[src/rtl/seg14_pkg.sv]
// rtl/seg14_pkg.sv - character codes, 14-segment patterns and FSM states for msg_scroll14
//
// Segment bit order (bit 13 down to bit 0), matching the display multiplexer:
//   a b c d e f g1 g2 h j k l m n
//   h = upper-left diagonal, j = upper centre vertical, k = upper-right diagonal,
//   l = lower-left diagonal, m = lower centre vertical, n = lower-right diagonal.
package seg14_pkg;

  // Character codes; everything from 38 up renders blank.
  localparam logic [5:0] CH_SPACE = 6'd0;
  localparam logic [5:0] CH_A = 6'd1;
  localparam logic [5:0] CH_B = 6'd2;
  localparam logic [5:0] CH_C = 6'd3;
  localparam logic [5:0] CH_D = 6'd4;
  localparam logic [5:0] CH_E = 6'd5;
  localparam logic [5:0] CH_F = 6'd6;
  localparam logic [5:0] CH_G = 6'd7;
  localparam logic [5:0] CH_H = 6'd8;
  localparam logic [5:0] CH_I = 6'd9;
  localparam logic [5:0] CH_J = 6'd10;
  localparam logic [5:0] CH_K = 6'd11;
  localparam logic [5:0] CH_L = 6'd12;
  localparam logic [5:0] CH_M = 6'd13;
  localparam logic [5:0] CH_N = 6'd14;
  localparam logic [5:0] CH_O = 6'd15;
  localparam logic [5:0] CH_P = 6'd16;
  localparam logic [5:0] CH_Q = 6'd17;
  localparam logic [5:0] CH_R = 6'd18;
  localparam logic [5:0] CH_S = 6'd19;
  localparam logic [5:0] CH_T = 6'd20;
  localparam logic [5:0] CH_U = 6'd21;
  localparam logic [5:0] CH_V = 6'd22;
  localparam logic [5:0] CH_W = 6'd23;
  localparam logic [5:0] CH_X = 6'd24;
  localparam logic [5:0] CH_Y = 6'd25;
  localparam logic [5:0] CH_Z = 6'd26;
  localparam logic [5:0] CH_ENE = 6'd27;
  localparam logic [5:0] CH_0 = 6'd28;
  localparam logic [5:0] CH_1 = 6'd29;
  localparam logic [5:0] CH_2 = 6'd30;
  localparam logic [5:0] CH_3 = 6'd31;
  localparam logic [5:0] CH_4 = 6'd32;
  localparam logic [5:0] CH_5 = 6'd33;
  localparam logic [5:0] CH_6 = 6'd34;
  localparam logic [5:0] CH_7 = 6'd35;
  localparam logic [5:0] CH_8 = 6'd36;
  localparam logic [5:0] CH_9 = 6'd37;

  // Segment patterns                         abcdef g1g2 hjklmn
  localparam logic [13:0] SEG_BLANK = 14'b000000_00_000000;
  localparam logic [13:0] SEG_A     = 14'b111011_11_000000;
  localparam logic [13:0] SEG_B     = 14'b111100_01_010010;
  localparam logic [13:0] SEG_C     = 14'b100111_00_000000;
  localparam logic [13:0] SEG_D     = 14'b111100_00_010010;
  localparam logic [13:0] SEG_E     = 14'b100111_10_000000;
  localparam logic [13:0] SEG_F     = 14'b100011_10_000000;
  localparam logic [13:0] SEG_G     = 14'b101111_01_000000;
  localparam logic [13:0] SEG_H     = 14'b011011_11_000000;
  localparam logic [13:0] SEG_I     = 14'b100100_00_010010;
  localparam logic [13:0] SEG_J     = 14'b011110_00_000000;
  localparam logic [13:0] SEG_K     = 14'b000011_10_001001;
  localparam logic [13:0] SEG_L     = 14'b000111_00_000000;
  localparam logic [13:0] SEG_M     = 14'b011011_00_101000;
  localparam logic [13:0] SEG_N     = 14'b011011_00_100001;
  localparam logic [13:0] SEG_O     = 14'b111111_00_000000;
  localparam logic [13:0] SEG_P     = 14'b110011_11_000000;
  localparam logic [13:0] SEG_Q     = 14'b111111_00_000001;
  localparam logic [13:0] SEG_R     = 14'b110011_11_000001;
  localparam logic [13:0] SEG_S     = 14'b101101_11_000000;
  localparam logic [13:0] SEG_T     = 14'b100000_00_010010;
  localparam logic [13:0] SEG_U     = 14'b011111_00_000000;
  localparam logic [13:0] SEG_V     = 14'b000011_00_001100;
  localparam logic [13:0] SEG_W     = 14'b011011_00_000101;
  localparam logic [13:0] SEG_X     = 14'b000000_00_101101;
  localparam logic [13:0] SEG_Y     = 14'b000000_00_101010;
  localparam logic [13:0] SEG_Z     = 14'b100100_00_001100;
  // N with the top bar standing in for the tilde.
  localparam logic [13:0] SEG_ENE   = 14'b111011_00_100001;
  localparam logic [13:0] SEG_0     = 14'b111111_00_001100;
  localparam logic [13:0] SEG_1     = 14'b011000_00_001000;
  localparam logic [13:0] SEG_2     = 14'b110110_11_000000;
  localparam logic [13:0] SEG_3     = 14'b111100_01_000000;
  localparam logic [13:0] SEG_4     = 14'b011001_11_000000;
  localparam logic [13:0] SEG_5     = 14'b101101_11_000000;
  localparam logic [13:0] SEG_6     = 14'b101111_11_000000;
  localparam logic [13:0] SEG_7     = 14'b111000_00_000000;
  localparam logic [13:0] SEG_8     = 14'b111111_11_000000;
  localparam logic [13:0] SEG_9     = 14'b111101_11_000000;

  typedef enum logic [1:0] {
    EMPTY = 2'd0,
    LOAD  = 2'd1,
    SHOW  = 2'd2
  } state_e;

endpackage

[src/rtl/seg14_font.sv]
// rtl/seg14_font.sv - combinational character-code to 14-segment pattern lookup
//
// Ports:
//   code  in   6   character code
//   seg   out  14  segment pattern (bit order from seg14_pkg), 0 for space/blank codes
module seg14_font
  import seg14_pkg::*;
(
  input  logic [5:0]  code,
  output logic [13:0] seg
);

  always_comb begin
    seg = SEG_BLANK;
    case (code)
      CH_A:    seg = SEG_A;
      CH_B:    seg = SEG_B;
      CH_C:    seg = SEG_C;
      CH_D:    seg = SEG_D;
      CH_E:    seg = SEG_E;
      CH_F:    seg = SEG_F;
      CH_G:    seg = SEG_G;
      CH_H:    seg = SEG_H;
      CH_I:    seg = SEG_I;
      CH_J:    seg = SEG_J;
      CH_K:    seg = SEG_K;
      CH_L:    seg = SEG_L;
      CH_M:    seg = SEG_M;
      CH_N:    seg = SEG_N;
      CH_O:    seg = SEG_O;
      CH_P:    seg = SEG_P;
      CH_Q:    seg = SEG_Q;
      CH_R:    seg = SEG_R;
      CH_S:    seg = SEG_S;
      CH_T:    seg = SEG_T;
      CH_U:    seg = SEG_U;
      CH_V:    seg = SEG_V;
      CH_W:    seg = SEG_W;
      CH_X:    seg = SEG_X;
      CH_Y:    seg = SEG_Y;
      CH_Z:    seg = SEG_Z;
      CH_ENE:  seg = SEG_ENE;
      CH_0:    seg = SEG_0;
      CH_1:    seg = SEG_1;
      CH_2:    seg = SEG_2;
      CH_3:    seg = SEG_3;
      CH_4:    seg = SEG_4;
      CH_5:    seg = SEG_5;
      CH_6:    seg = SEG_6;
      CH_7:    seg = SEG_7;
      CH_8:    seg = SEG_8;
      CH_9:    seg = SEG_9;
      default: seg = SEG_BLANK;
    endcase
  end

endmodule

[src/rtl/msg_scroll14.sv]
// rtl/msg_scroll14.sv - loadable, scrolling message source for the 12-digit 14-segment mux
//
// Ports:
//   clk        in   1   rising-edge clock
//   rst_n      in   1   asynchronous active-low reset
//   wr_valid   in   1   character beat valid
//   wr_ready   out  1   buffer accepts a beat (EMPTY/LOAD)
//   wr_char    in   6   character code
//   wr_last    in   1   final character of the message
//   msg_clr    in   1   discard the message (overrides everything else)
//   scroll_en  in   1   scroll step timer runs while high
//   digit_idx  in   4   digit requested by the mux, 0 = leftmost
//   segm       out  14  pattern for the digit_idx sampled on the previous edge
//   step       out  1   one-cycle pulse when the scroll offset advances
module msg_scroll14 #(
  parameter int MSG_DEPTH = 32,
  parameter int DIGITS    = 12,
  parameter int GAP       = 4,
  parameter int STEP_DIV  = 6_000_000
) (
  input  logic        clk,
  input  logic        rst_n,
  input  logic        wr_valid,
  output logic        wr_ready,
  input  logic [5:0]  wr_char,
  input  logic        wr_last,
  input  logic        msg_clr,
  input  logic        scroll_en,
  input  logic [3:0]  digit_idx,
  output logic [13:0] segm,
  output logic        step
);

  import seg14_pkg::*;

  localparam int PW = $clog2(MSG_DEPTH);
  localparam int LW = PW + 1;
  localparam int SW = LW + 1;
  localparam int TW = $clog2(STEP_DIV);

  localparam logic [PW-1:0] LAST_PTR  = PW'(MSG_DEPTH - 1);
  localparam logic [LW-1:0] DIGITS_L  = LW'(DIGITS);
  localparam logic [LW-1:0] GAP_L     = LW'(GAP);
  localparam logic [SW-1:0] DIGITS_S  = SW'(DIGITS);
  localparam logic [TW-1:0] TIMER_MAX = TW'(STEP_DIV - 1);

  state_e          state_q, state_d;
  logic [PW-1:0]   ptr_q, ptr_d;
  logic [LW-1:0]   len_q, len_d;
  logic [LW-1:0]   offset_q, offset_d;
  logic [TW-1:0]   timer_q, timer_d;
  logic            step_q, step_d;
  logic [13:0]     segm_q, segm_d;

  logic [5:0]      msg_mem_q [MSG_DEPTH];
  logic            mem_we;
  logic [PW-1:0]   mem_waddr;

  logic            accept;
  logic            commit;
  logic            scrolling;
  logic [LW-1:0]   tape_len;

  logic [SW-1:0]   idx_ext;
  logic [SW-1:0]   pos_sum;
  logic [SW-1:0]   pos;
  logic            char_vis;
  logic [5:0]      font_code;
  logic [13:0]     font_seg;

  // ---------------------------------------------------------------- control
  // A beat coinciding with msg_clr is dropped, so it never counts as accepted.
  assign accept    = wr_valid && wr_ready && !msg_clr;
  assign commit    = accept && ((state_q == EMPTY && wr_last) ||
                                (state_q == LOAD && (wr_last || ptr_q == LAST_PTR)));
  assign scrolling = (state_q == SHOW) && (len_q > DIGITS_L);
  assign tape_len  = len_q + GAP_L;

  always_ff @(posedge clk or negedge rst_n) begin
    if (!rst_n) begin
      state_q <= EMPTY;
    end else begin
      state_q <= state_d;
    end
  end

  always_comb begin
    state_d = state_q;
    if (msg_clr) begin
      state_d = EMPTY;
    end else begin
      case (state_q)
        EMPTY:   if (accept) state_d = commit ? SHOW : LOAD;
        LOAD:    if (commit) state_d = SHOW;
        SHOW:    state_d = SHOW;
        default: state_d = EMPTY;
      endcase
    end
  end

  always_comb begin
    wr_ready = (state_q != SHOW);
  end

  // ------------------------------------------------------- pointer / scroll
  always_comb begin
    ptr_d     = ptr_q;
    len_d     = len_q;
    offset_d  = offset_q;
    timer_d   = timer_q;
    step_d    = 1'b0;
    mem_we    = 1'b0;
    mem_waddr = (state_q == EMPTY) ? '0 : ptr_q;

    if (msg_clr) begin
      ptr_d    = '0;
      len_d    = '0;
      offset_d = '0;
      timer_d  = '0;
    end else if (accept) begin
      mem_we = 1'b1;
      ptr_d  = mem_waddr + PW'(1);
      if (commit) begin
        len_d    = {1'b0, mem_waddr} + LW'(1);
        offset_d = '0;
        timer_d  = '0;
      end
    end else if (scrolling && scroll_en) begin
      if (timer_q == TIMER_MAX) begin
        timer_d  = '0;
        step_d   = 1'b1;
        offset_d = (offset_q == tape_len - LW'(1)) ? '0 : offset_q + LW'(1);
      end else begin
        timer_d = timer_q + TW'(1);
      end
    end
  end

  always_ff @(posedge clk or negedge rst_n) begin
    if (!rst_n) begin
      ptr_q    <= '0;
      len_q    <= '0;
      offset_q <= '0;
      timer_q  <= '0;
      step_q   <= 1'b0;
      segm_q   <= '0;
    end else begin
      ptr_q    <= ptr_d;
      len_q    <= len_d;
      offset_q <= offset_d;
      timer_q  <= timer_d;
      step_q   <= step_d;
      segm_q   <= segm_d;
    end
  end

  // Message storage needs no reset: nothing is shown until len covers it.
  always_ff @(posedge clk) begin
    if (mem_we) begin
      msg_mem_q[mem_waddr] <= wr_char;
    end
  end

  // --------------------------------------------------------------- readout
  // offset < T and digit < DIGITS < len < T, so one conditional subtract
  // folds the tape position back into range.
  always_comb begin
    idx_ext  = SW'(digit_idx);
    pos_sum  = {1'b0, offset_q} + idx_ext;
    pos      = (scrolling && pos_sum >= {1'b0, tape_len}) ? pos_sum - {1'b0, tape_len}
                                                         : pos_sum;
    char_vis = (state_q == SHOW) && (idx_ext < DIGITS_S) && (pos < {1'b0, len_q});
    font_code = char_vis ? msg_mem_q[pos[PW-1:0]] : CH_SPACE;
    segm_d   = font_seg;
  end

  seg14_font u_font (
    .code (font_code),
    .seg  (font_seg)
  );

  assign segm = segm_q;
  assign step = step_q;

endmodule

[config.mk]
export PLATFORM = sky130hd
export DESIGN_NAME = msg_scroll14
export DESIGN_NICKNAME = d
export VERILOG_FILES = /design/src/rtl/seg14_pkg.sv /design/src/rtl/seg14_font.sv /design/src/rtl/msg_scroll14.sv
export SDC_FILE = /design/constraint.sdc
export NUM_CORES = 1
export LEC_CHECK = 0
export BUFFER_PORTS_ARGS = -buffer_cell sky130_fd_sc_hd__buf_2
export CORE_MARGIN = 2
export CORE_UTILIZATION = 68
export DETAILED_ROUTE_END_ITERATION = 8
export PLACE_DENSITY = 0.92
export SYNTH_ARGS = -nofsm -noshare
export SYNTH_HDL_FRONTEND = slang
export SYNTH_SLANG_ARGS = --single-unit
[constraint.sdc]
create_clock -name clk -period 8.75 [get_ports clk]
set_input_delay 0.875 -clock clk [delete_from_list [all_inputs] [get_ports clk]]
set_output_delay 0.875 -clock clk [all_outputs]
set_load 0.05 [all_outputs]
# After elaboration in Yosys (flattened, before gate mapping)
# Memories as Yosys holds them, arrays and structs flattened. A register that Yosys moved wholly into a read port is not among the register bits.
# Index checks and enable logic that the tools add are counted.
# word_totals
ff_bits	43
ramBits	192
romBits	896
input_bits	16
output_inout_bits	16
word_cells	84
memories	2
# op_classes
n_addsub	8
magnitude_cmp	4
eq_ne	9
muxes	32
n_reduce_logical	23
# memory_table
memory	words	word_bits	read_ports	rd_ports_with_merged_regs	write_ports	line	rtl
(no name shown)	64	14	1	1	0	seg14_font.sv:15	case (code)
msg_mem_q	32	6	1	0	1	msg_scroll14.sv:55	logic [5:0] msg_mem_q [MSG_DEPTH];
# op_table
op	count
two-way mux 23 bit	5
two-way mux 6 bit	10
adder 23 x 1 -> 23 bit (second input constant)	1
== test 23 bit (second input constant)	1
two-way mux 5 bit	3
logical AND 1 bit	10
two-way mux 1 bit	8
two-way mux 2 bit	4
adder 6 x 4 -> 7 bit	1
>= comparator 7 x 6 -> 1 bit	1
less-than comparator 7 x 6 -> 1 bit	1
two-way mux 7 bit	1
subtractor 7 x 6 -> 7 bit	1
adder 5 x 1 -> 6 bit (second input constant)	1
adder 6 x 1 -> 6 bit (second input constant)	1
adder 6 x 3 -> 6 bit (second input constant)	1
== test 6 bit	1
greater-than comparator 6 x 4 -> 1 bit (second input constant)	1
!= test 3 bit (second input constant)	2
case mux 2 bit (3 select lines)	1
AND reduction 2 bit	3
nonzero test 3 bit	2
subtractor 6 x 1 -> 6 bit (second input constant)	1
adder 5 x 1 -> 5 bit (second input constant)	1
11 further kinds	14

# Depth between registers and ports, before layout
# logic_depth
ltp_word	9
depth_mapped	30
depth_no_buf	29

# By module
# From an unflattened synthesis, not the netlist that was laid out.
# unflattened
cells_unflattened	1072
area_unflattened_um2	12167.9
# by_module_without_submodules
module	instances	cells_per_inst	area_per_inst_um2
msg_scroll14	1	947	11358.4
seg14_font	1	125	809.5

# Worst setup path after synthesis
# No wires, ideal clock.
# synth_timing
path_type	input -> register
from	input digit_idx[0]
to	register segm_q[6], in the netlist segm[6]
setup_time_ns	0.120
arrival_time_ns	6.076
required_ns	8.630
path_slack_ns	2.554
cell_stages	25
n_path_buf	1
path_cell_list	ha_1 -> inv_1 -> fa_1 -> nor2b_4 -> o21a_1 -> or3_1 -> and2_1 -> ha_1 -> nand4_1 -> nor2_1 -> nor3_4 -> a21oi_2 -> buf_4 -> mux2_4 -> ha_1 -> nor2b_1 -> o21ai_0 -> nand2_1 -> nor3_2 -> o31ai_4 -> ha_1 -> inv_1 -> mux2i_1 -> a221o_1 -> a31o_1
# synth_via
elab_chain_cells	7
elab_cells_between_ends	11
cone_classes	add/sub: 2; order compare: 3; mux: 2; reduce/logical: 3; memory: 1
# synth_lines
item	line	rtl
start: declaration	msg_scroll14.sv:29	input logic [3:0] digit_idx,
adder 6 x 4 -> 7 bit	msg_scroll14.sv:169	pos_sum = {1'b0, offset_q} + idx_ext;
>= comparator 7 x 6 -> 1 bit	msg_scroll14.sv:170	pos = (scrolling && pos_sum >= {1'b0, tape_len}) ? pos_sum - {1'b0, tape_len}
logical AND 1 bit	msg_scroll14.sv:170	
two-way mux 7 bit	msg_scroll14.sv:170	
less-than comparator 7 x 6 -> 1 bit	msg_scroll14.sv:172	char_vis = (state_q == SHOW) && (idx_ext < DIGITS_S) && (pos < {1'b0, len_q});
logical AND 1 bit	msg_scroll14.sv:172	
two-way mux 6 bit *	msg_scroll14.sv:173	font_code = char_vis ? msg_mem_q[pos[PW-1:0]] : CH_SPACE;
end: declaration	msg_scroll14.sv:53	logic [13:0] segm_q, segm_d;
# Every way passes the cells marked *; elsewhere a longest branch is shown, timed or not.
# A chain may end at the register's enable or synchronous reset.

# Worst setup path in the final report
# layout_timing
from	register offset_q[0]
to	register segm_q[6], in the netlist segm[6]
# layout_via
elab_chain_cells	7
elab_cells_between_ends	9
cone_classes	add/sub: 2; order compare: 2; mux: 2; reduce/logical: 2; memory: 1
# layout_lines
item	line	rtl
start: declaration	msg_scroll14.sv:50	logic [LW-1:0] offset_q, offset_d;
start signal: assignment	msg_scroll14.sv:150	offset_q <= offset_d;
adder 6 x 4 -> 7 bit *	msg_scroll14.sv:169	
>= comparator 7 x 6 -> 1 bit	msg_scroll14.sv:170	
logical AND 1 bit	msg_scroll14.sv:170	
two-way mux 7 bit *	msg_scroll14.sv:170	
less-than comparator 7 x 6 -> 1 bit	msg_scroll14.sv:172	
logical AND 1 bit	msg_scroll14.sv:172	
two-way mux 6 bit *	msg_scroll14.sv:173	
# Marks and branches as above.

==> flow_metrics.env <==
export IMPL_cts_tree="built"
export IMPL_synth_common_cells="edfxtp_1, nand2_1, nor2_1"
export IMPL_cts_hold_buf=0
export IMPL_drc=0
export IMPL_syn_instance_count=1056
export IMPL_ios=32
export IMPL_yosysMostFrequentCell="edfxtp_1"
export IMPL_path_common_cell="ha_1"
export IMPL_fin_ws_ns=1.57
export IMPL_antenna_found_initial=0
export IMPL_core_mm2=0.0181
export IMPL_synth_top_cell_by_area="edfxtp_1"
export IMPL_cp_top_family="compound AO/OA/AOI/OAI gates"
export IMPL_syn_avg_cell_area_um2=12.0
export IMPL_die_w_um=141
export IMPL_finalWorstPathRequiredPeriod_ns=7.18
export IMPL_worstPathMaxFanout=25
export IMPL_grt_max_degree=58
export IMPL_cts_resized=0
export IMPL_io_buffers=31
export IMPL_path_class="register to register"
export IMPL_fp_row_count=49
export IMPL_synth_nets=1109
export IMPL_firstDrtPassIters=6
export IMPL_cts_path_max_buffers=3
export IMPL_num_vias=9532
export IMPL_grt_usage_pct=33.8
export IMPL_tns_ns=0
export IMPL_initial_core_util_pct=70.0
export IMPL_switching_share_pct=36.2
export IMPL_grt_pass1_vias=9298
export IMPL_place_gp_congestion=0.957
export IMPL_drv_slew=0
export IMPL_rrSetupSlack_ns=1.57
export IMPL_synthFlopType="edfxtp_1"
export IMPL_synth_top_area_share_pct=45.4
export IMPL_cp_data_required_time_ns=9.17
export IMPL_synth_area_leaders="edfxtp_1, dfrtp_1, ha_1, nand2_1, nor2_1"
export IMPL_p_leak_nw=4.98
export IMPL_die_area_mm2=0.0198
export IMPL_worstHoldPathType="input pin to asynchronous set/reset pin"
export IMPL_diodes=0
export IMPL_grt_first_pass_wirelength_mm=51.8
export IMPL_p_int_mw=2.35
export IMPL_synth_seq_cells=249
export IMPL_relSlewSlack_pct=7.33
export IMPL_crit_path_start_kind="register"
export IMPL_slowest_stage="nor2_4"
export IMPL_max_cap_violations=0
export IMPL_synth_warnings=0
export IMPL_min_period_over_period_pct=82.0
export IMPL_die_h_um=141
export IMPL_synth_edf_count=192
export IMPL_netlist_area_mm2=0.0127
export IMPL_wire_per_inst_um=25.1
export IMPL_worstPathBufferInverterCount=4
export IMPL_crit_arrival_ns=7.60
export IMPL_hold_viol=0
export IMPL_place_ws_ns=1.33
export IMPL_wirelength_mm=33.1
export IMPL_cts_sinks=249
export IMPL_clkPwrFrac_pct=30.0
export IMPL_grt_ovfl_total=0
export IMPL_area_growth_pct=8.21
export IMPL_drive_gt1_share_pct=13.7
export IMPL_hpwlAfterDp_mm=21.2
export IMPL_cts_reportedPaths_clkPinSlew_ns=0.06
export IMPL_cpPeakStageDelay_ns=0.66
export IMPL_initialDrtViolationCount=1325
export IMPL_setup_viol=0
export IMPL_tightest_slew_ns=1.39
export IMPL_reg2reg_to="segm[6]$_DFF_PN0_"
export IMPL_switching_power_mw=1.34
export IMPL_ys_async_sr_fraction_pct=22.9
export IMPL_path_cells="ha_1, inv_1, fa_1, xor2_1, inv_1, ha_1, o21a_1, o31a_4, o31ai_4, a21boi_2, nor2_4, inv_2, ha_1, a21oi_1, nor2b_1, o21ai_0, nand2_1, nor3_2, o31ai_4, ha_1, inv_1, mux2i_1, a221o_1, a31o_1"
export IMPL_status="finished clean"
export IMPL_p_seq_share_pct=35.9
export IMPL_total_power_mw=3.69
export IMPL_skew_ns=0.0158
export IMPL_max_freq_ghz=0.139
export IMPL_cts_root_buf="clkbuf_16"
export IMPL_endpoint_kind="register"
export IMPL_ant_nets=0
export IMPL_power_density_mw_per_mm2=268
export IMPL_rr_worst_depth=24
export IMPL_rsz0062_at_grt="false"
export IMPL_vdd_ir_drop_worst_mv=0.266
export IMPL_post_cts_buffers=0
export IMPL_numCtsBuffers=25
export IMPL_seq_area_frac_synth_pct=56.6
export IMPL_cts_max_level=1
export IMPL_nets=1126
export IMPL_power_combinational_fraction_pct=34.2
export IMPL_clock_latency_ns=0.54
export IMPL_yosysUniqueCellTypes=105
export IMPL_worstReg2RegStart="offset_q[0]$_DFFE_PN0P_"
export IMPL_routed_via_density=7.23
[worst max path at each step]
stage | startpoint | endpoint | slack, ns | depth (start not counted)
final | offset_q[0]$_DFFE_PN0P_ | segm[6]$_DFF_PN0_ | 1.57 | 24
after global routing | offset_q[0]$_DFFE_PN0P_ | segm[10]$_DFF_PN0_ | 1.24 | 24
after CTS | offset_q[0]$_DFFE_PN0P_ | segm[6]$_DFF_PN0_ | 1.67 | 24
after detailed placement | digit_idx[0] | segm[6]$_DFF_PN0_ | 1.33 | 27
after global placement | digit_idx[0] | segm[10]$_DFF_PN0_ | 1.37 | 28
after floorplan | digit_idx[0] | segm[6]$_DFF_PN0_ | 2.55 | 25
[power groups by stage]
stage	sequential (mW)	combinational (mW)	clock, mW
2_1_floorplan	1.38	0.865	0
3_3_place_gp	1.35	1.16	0
3_5_place_dp	1.35	1.18	0
4_1_cts	1.32	1.21	1.10
5_1_grt	1.33	1.32	1.14
6_report	1.32	1.26	1.11
[stage by stage]
stage / hold WS (ns) / utilization [%] / instances / area (um^2)
global route: 0.531 / 75.7 / 1319 / 13700
detailed placement: 0.497 / 71.1 / 1275 / 12900
CTS: 0.504 / 75.7 / 1319 / 13700
floorplan: 0.457 / - / 1056 / 12700
global placement: 0.491 / 71.1 / 1275 / 12900
finish: 0.482 / 75.7 / 1319 / 13700
[metal layers]
| layer | vias up | track usage, % | routed length (um) |
|---|---|---|---|
| met5 | - | 0 | 0 |
| met4 | 0 | 14.9 | 1590 |
| met3 | 135 | 8.66 | 3990 |
| met2 | 762 | 53.0 | 15500 |
| met1 | 4544 | 45.4 | 12000 |
| li1 | 4091 | - | - |
[cell usage in the layout (no fill, tap or decap), drive strengths merged, types with 6 or more instances in the layout]
cell type and n:
edfxtp 192, nand2 91, nor2 86, o21ai 69, dfrtp 57, a21oi 57, buf 37, inv 37
ha 35, nand3 33, clkbuf 31, mux2 26, and3 24, a211oi 19, nand4 17, nor3 17
xor2 15, mux2i 14, nor2b 14, or3 12, o31ai 12, xnor2 10, a2111oi 10, nor4 10
a22oi 9, a221oi 9, and2 8, mux4 8, a21o 8, o22ai 8, a21boi 8, o21a 7
o221ai 7, clkinv 7, nand2b 6
[area by class of cell]
type / count / area (um^2)
Sequential cell: 249 / 7190
Multi-Input combinational cell: 724 / 5080
Fill cell: 1076 / 4410
Clock buffer: 31 / 658
Tap cell: 229 / 287
Timing Repair Buffer: 37 / 200
Clock inverter: 13 / 184
Inverter: 36 / 138
[sequential cells by signal (all words and copies together) (netlist names)]
register / flops
step: 1
segm: 14
ptr_q: 5
offset_q: 6
timer_q: 23
len_q: 6
state_q: 2
msg_mem_q: 192
[logic make-up (layout without fill, tap and decap cells)]
kind of cell             after synthesis  count (layout)  synth area share, %
AND/OR/NAND/NOR                      332             332                 13.4
AO/OA/AOI/OAI                        282             282                 16.2
flip-flops                           249             249                 56.6
buffers and inverters                 83             117                 3.34
multiplexers                          48              48                 4.86
adder cells (fa/ha/maj)               37              37                 3.76
XOR/XNOR                              25              25                 1.72
(Power assumes the default switching activity.)
